==> config.mk <==
export PLATFORM = sky130hd
export DESIGN_NAME = uart_receiver
export DESIGN_NICKNAME = d
export VERILOG_FILES = /design/src/rtl/uart_receiver.sv
export SDC_FILE = /design/constraint.sdc
export NUM_CORES = 1
export LEC_CHECK = 0
export CELL_PAD_IN_SITES_DETAIL_PLACEMENT = 1
export CELL_PAD_IN_SITES_GLOBAL_PLACEMENT = 1
export CORE_MARGIN = 4
export CORE_UTILIZATION = 45
export CTS_BUF_LIST = sky130_fd_sc_hd__clkbuf_4
export CTS_CLUSTER_SIZE = 8
export DETAILED_ROUTE_END_ITERATION = 8
export PLACE_DENSITY_LB_ADDON = 0.08
export SLEW_MARGIN = 20
export SYNTH_ARGS = -nofsm -noshare
export SYNTH_HDL_FRONTEND = slang
export SYNTH_SLANG_ARGS = --single-unit
==> constraint.sdc <==
create_clock -name clk -period 2.1 [get_ports clk]
set_input_delay 0.525 -clock clk [delete_from_list [all_inputs] [get_ports clk]]
set_output_delay 0.525 -clock clk [all_outputs]
set_load 0.05 [all_outputs]
==> src/rtl/uart_receiver.sv <==
`default_nettype none
// uart_receiver: start/M data (LSB first)/stop UART receiver, CLKS_PER_BIT clocks per bit,
// two-flop input synchronizer and mid-bit sampling; one-cycle valid / frame_error strobes.
module uart_receiver #(
  parameter int M            = 8,
  parameter int CLKS_PER_BIT = 4
) (
  input  logic         clk,
  input  logic         reset,
  input  logic         bit_in,
  output logic [M-1:0] byte_out,
  output logic         valid,
  output logic         frame_error,
  output logic         busy
);

  localparam int CW = $clog2(CLKS_PER_BIT);
  localparam int IW = $clog2(M + 1);

  localparam logic [CW-1:0] CNT_MID  = CW'(CLKS_PER_BIT / 2 - 1);
  localparam logic [CW-1:0] CNT_LAST = CW'(CLKS_PER_BIT - 1);
  localparam logic [IW-1:0] IDX_LAST = IW'(M - 1);

  localparam logic [1:0] IDLE  = 2'd0;
  localparam logic [1:0] START = 2'd1;
  localparam logic [1:0] DATA  = 2'd2;
  localparam logic [1:0] STOP  = 2'd3;

  logic [1:0]    state;
  logic [1:0]    next_state;
  logic          sync_1;
  logic          rx_s;
  logic          rx_prev;
  logic [CW-1:0] cnt;
  logic [IW-1:0] idx;
  logic [M-1:0]  shreg;
  logic          start_edge;
  logic          cnt_mid;
  logic          cnt_last;
  logic          take_bit;
  logic          frame_done;

  // Synchronizer and edge history reset to the idle (high) line level.
  always_ff @(posedge clk) begin
    if (reset) begin
      sync_1  <= 1'b1;
      rx_s    <= 1'b1;
      rx_prev <= 1'b1;
    end else begin
      sync_1  <= bit_in;
      rx_s    <= sync_1;
      rx_prev <= rx_s;
    end
  end

  assign start_edge = rx_prev & ~rx_s;
  assign cnt_mid    = (cnt == CNT_MID);
  assign cnt_last   = (cnt == CNT_LAST);

  always_ff @(posedge clk) begin
    if (reset) begin
      state <= IDLE;
    end else begin
      state <= next_state;
    end
  end

  always_comb begin
    next_state = state;
    case (state)
      IDLE: begin
        if (start_edge) begin
          next_state = START;
        end
      end
      START: begin
        if (cnt_mid) begin
          next_state = rx_s ? IDLE : DATA;
        end
      end
      DATA: begin
        if (cnt_last && (idx == IDX_LAST)) begin
          next_state = STOP;
        end
      end
      STOP: begin
        if (cnt_last) begin
          next_state = IDLE;
        end
      end
      default: next_state = IDLE;
    endcase
  end

  always_comb begin
    busy       = (state != IDLE);
    take_bit   = (state == DATA) && cnt_last;
    frame_done = (state == STOP) && cnt_last;
  end

  // Counters restart at every phase boundary, so neither runs past its terminal value.
  always_ff @(posedge clk) begin
    if (reset) begin
      cnt         <= '0;
      idx         <= '0;
      shreg       <= '0;
      byte_out    <= '0;
      valid       <= 1'b0;
      frame_error <= 1'b0;
    end else begin
      valid       <= frame_done && rx_s;
      frame_error <= frame_done && !rx_s;
      if (frame_done && rx_s) begin
        byte_out <= shreg;
      end
      case (state)
        IDLE: begin
          cnt <= '0;
          idx <= '0;
        end
        START: begin
          if (cnt_mid) begin
            cnt <= '0;
            idx <= '0;
          end else begin
            cnt <= cnt + CW'(1);
          end
        end
        DATA: begin
          if (cnt_last) begin
            cnt   <= '0;
            idx   <= idx + IW'(1);
            shreg <= {rx_s, shreg[M-1:1]};
          end else begin
            cnt <= cnt + CW'(1);
          end
        end
        STOP: begin
          if (cnt_last) begin
            cnt <= '0;
          end else begin
            cnt <= cnt + CW'(1);
          end
        end
        default: begin
          cnt <= '0;
          idx <= '0;
        end
      endcase
    end
  end

endmodule
`default_nettype wire

======== Word-level counts from Yosys, hierarchy flattened ========
Index checks and enable logic that the tools add are counted.
operators by class
  reductions and logical operators ........ 12
  add/sub/neg operators ................... 2
  bitwise logic cells ..................... 2
  equal/unequal tests ..................... 11
  multiplexer cells ....................... 12
operators with widths
  cell                   number
  $mux W2                7
  $pmux W4 S3            1
  $ne A2 B2 Y1 const B   5
  $mux W4                2
  $pmux W2 S4            1
  $eq A2 B2 Y1 const B   3
  $pmux W2 S3            1
  $add A4 B1 Y4 const B  1
  $eq A2 B1 Y1 const B   2
  $eq A4 B3 Y1 const B   1
  $logic_and A1 B1 Y1    4
  $reduce_and A4 Y1      1
  $reduce_and A3 Y1      1
  $reduce_bool A3 Y1     1
  $add A2 B1 Y2 const B  1
  $logic_not A2 Y1       1
  $reduce_and A2 Y1      1
  $reduce_bool A2 Y1     1
  $reduce_or A2 Y1       1
  $and A1 B1 Y1          1
  $logic_not A1 Y1       1
  $not A1 Y1             1
storage, ports and cells
  register bits after elaboration ......... 29

======== Longest topological paths before layout ========
  depth in word-level cells ............... 4
  mapped depth ............................ 6
  gate-level depth less buffers ........... 5

======== Least setup slack after synthesis ========
OpenSTA, ideal clock, no wires.
  path kind ............................... register to output
  start ................................... register with a tool-made name
  end ..................................... output port busy
  stages on the path, launching flop included .. 3
  slack ................................... 657 ps
  path buffers ............................ 1
  data arrival time ....................... 918 ps
  required time ........................... 1,575 ps
  cell sequence ........................... dfxtp_1 buf_6 or2_2
RTL lines
  what           line  source
  end, declared  14    output logic busy

======== Worst setup path after layout ========
  start ................................... register byte_out[7]
  end ..................................... output port byte_out[7]
RTL lines
  what                    line  source
  start, declared         11    output logic [M-1:0] byte_out,
  start signal, assigned  114   byte_out <= shreg;
No word-level cell between the ends.

==> key figures <==
Critical path
  • Critical path startpoint category: register
  • CP max-delay cell: clkdlybuf4s50_1
  • WP buf/inv: 1
  • RR Startpoint: cnt[0]$_SDFF_PP0_
  • Cell class contributing the biggest share of worst-path delay: buffers and inverters
  • Crit path from: byte_out[7]$_SDFFE_PP0P_
  • Worst setup EP type: output port
  • Worst Path Arrival: 1.49 ns
  • Max stage delay on crit path: 0.81 ns
  • CP cell instances: clkdlybuf4s50_1
  • R2r setup slk: 0.42 ns
  • WP data required: 1.57 ns
  • CP Class: reg -> out
  • Critical path peak fanout: 2

CTS
  • Clk buf depth: 2
  • Post-CTS Hold Buffers: 0
  • CTS root buffer: clkbuf_4
  • H-tree Lvls: 2
  • Clk_lat worst skew: 0.33 ns
  • CTS Buf Count: 5
  • # clock sinks: 29
  • Clk pin slew, worst setup/hold paths: 0.08 ns
  • CTS tree: built
  • Post-CTS Setup Inserts: 0
  • Post-cts sizing count: 0

Placement
  • Placed Instance Area: 1336 sq um
  • Pre-CTS WS: 0.4142 ns
  • Port Buffers: 13
  • Placed Cells: 173
  • DP HPWL: 1755 um
  • Final GP Congestion: 0.7018

Drt
  • Antenna Nets Post-Route: 0
  • Total length of routed wires: 2413 um
  • DR WL/cell: 13.41 um
  • DRC: 0
  • First drt pass iteration count: 4
  • Post-DR vias/cell: 5.233
  • First DRT Iteration DRCs: 17
  • Vias: 942

Pwr
  • Peak supply drop: 0.5139 mV
  • Total power: 911.6 uW
  • P_leak: 0.5077 nW
  • Pwr Density: 658.2 nW/um^2

Yosys
  • Mapped Area: 1204 sq um
  • Distinct cells, synth: 30
  • Synth warn: 0
  • Post-synth EDFFs: 0
  • Post-Syn Instances: 135
  • Post-synthesis sequential area ratio: 0.4823
  • Fraction of registers with async set/reset: 0
  • Main synth FF type: dfxtp_1
  • Synthesized flop and latch total: 29
  • Mapped Avg Cell Area: 8.916 sq um
  • Syn Nets: 142

STA
  • RSZ-0062 raised after global routing: no
  • Fmax: 0.4971 GHz
  • Clock skew: 0.003302 ns
  • Crit path time final: 2.012 ns
  • Worst setup margin: 0.08840 ns
  • Final hold violation count: 0
  • Hold slack: 0.4176 ns
  • Max-Slew Margin vs Limit: 0.6441
  • Setup_tns: 0 ns
  • Final setup viols: 0
  • Fin. max-slew vios: 0
  • Worst Tran Pin Value: 0.5339 ns
  • Post-route clock period utilization: 0.9579

Floorplanning
  • Row Count: 18
  • CORE AREA: 2522 sq um
  • Height of the chip: 59.72 um
  • Starting Density: 0.4772
  • Die width: 59.72 um
  • Die area: 3566 sq um
  • # IOs: 14

Finish
  • Post-Layout Inst Area: 1385 sq um
  • ANT cells: 0
  • Syn-to-layout area delta: 15.07%
  • # fillers: 329
  • Ratio of cells with drive above 1 in the final layout: 0.1267
  • Final core occ: 0.5491
  • Nets@finish: 157
  • Fin cells: 180

Global routing
  • Initial antenna violation count: 0
  • First-pass GRT wire length: 4443 um
  • Total global-route track usage: 0.1726
  • Pin count of the biggest net entering global routing: 16
  • Vias in the first global route: 1,006
  • Gr ovfl total: 0

Flow run
  • Max cap viols: 0

Hold path
  • Hold Startpoint: sync_1$_SDFF_PP1_
  • Class of the worst hold path: reg -> reg

Outcome
  • Status: complete, no violations
[placed cells by master (no fill, tap or decap), types with 2 or more instances in the layout]
master	instances
inv_1	4
a211oi_1	2
buf_4	3
nor2_1	7
nand3_1	3
clkdlybuf4s50_1	12
ha_1	4
a21oi_1	18
mux2i_1	2
clkbuf_4	6
nand2_1	37
dfxtp_1	29
or2_2	4
[path summary, 6_finish.rpt]
kind,cells after the start,end
setup / recovery,1,byte_out[7]
hold reg to reg,1,rx_s$_SDFF_PP1_
hold / removal,1,rx_s$_SDFF_PP1_
setup reg to reg,4,byte_out[1]$_SDFFE_PP0P_
[state kept, by name (all words and copies together) (netlist names), named ones only]
signal and cells:
frame_error 1, state 1, byte_out 8, sync_1 1, idx 4, shreg 8, cnt 2, rx_s 1
rx_prev 1, valid 1
[per-layer routing]
metal,track usage,vias up,share of wire
li1,-,475,-
met1,0.1928,446,0.44
met2,0.2809,15,0.50
met3,0.06479,6,0.043
met4,0.09494,0,0.017
met5,0,-,0
[area by class of cell]
type | instances | area, sq um | share of cell area
Multi-Input combinational cell | 94 | 540.5 | 0.3902
Clock buffer | 6 | 45.04 | 0.03252
Timing Repair Buffer | 16 | 162.7 | 0.1174
Sequential cell | 29 | 580.6 | 0.4192
Inverter | 4 | 15.01 | 0.01084
Clock inverter | 1 | 3.754 | 0.002710
Tap cell | 30 | 37.54 | 0.02710
[power breakdown]
group	internal (mW)	switching, mW
Combinational	0.0180	0.0178
Sequential	0.553	0.00617
Clock	0.134	0.182
[synthesized netlist by cell type, types with 2 or more instances]
cell       n  area [sq um]
a211oi_1   2         15.01
nor2_1     7         26.28
dfxtp_1   29         580.6
nand2_1   37         138.9
or2_2      4         25.02
buf_6      4         45.04
clkbuf_1   2         7.510
ha_1       4         50.05
a21oi_1   18         90.09
nand3_1    3         15.01
buf_4      2         15.01
mux2i_1    2         20.02
inv_1      4         15.01
[logic make-up (layout without fill, tap and decap cells)]
family / Yosys count / count (layout) / synth area share
compound gates: 24 / 24 / 0.1102
buf+inv: 12 / 27 / 0.06860
mux: 3 / 3 / 0.02599
xor+xnor: 1 / 1 / 0.007278
fa+ha+maj: 4 / 4 / 0.04158
simple gates: 62 / 62 / 0.2640
flops: 29 / 29 / 0.4823
[worst register-to-register path, stage by stage, from the launching register on]
cell and delay, ns:
dfxtp_1 0.39, ha_1 0.52, and4_1 0.46, nand2_1 0.10, a21oi_1 0.14
No activity file was read; power rests on OpenSTA's default activity.
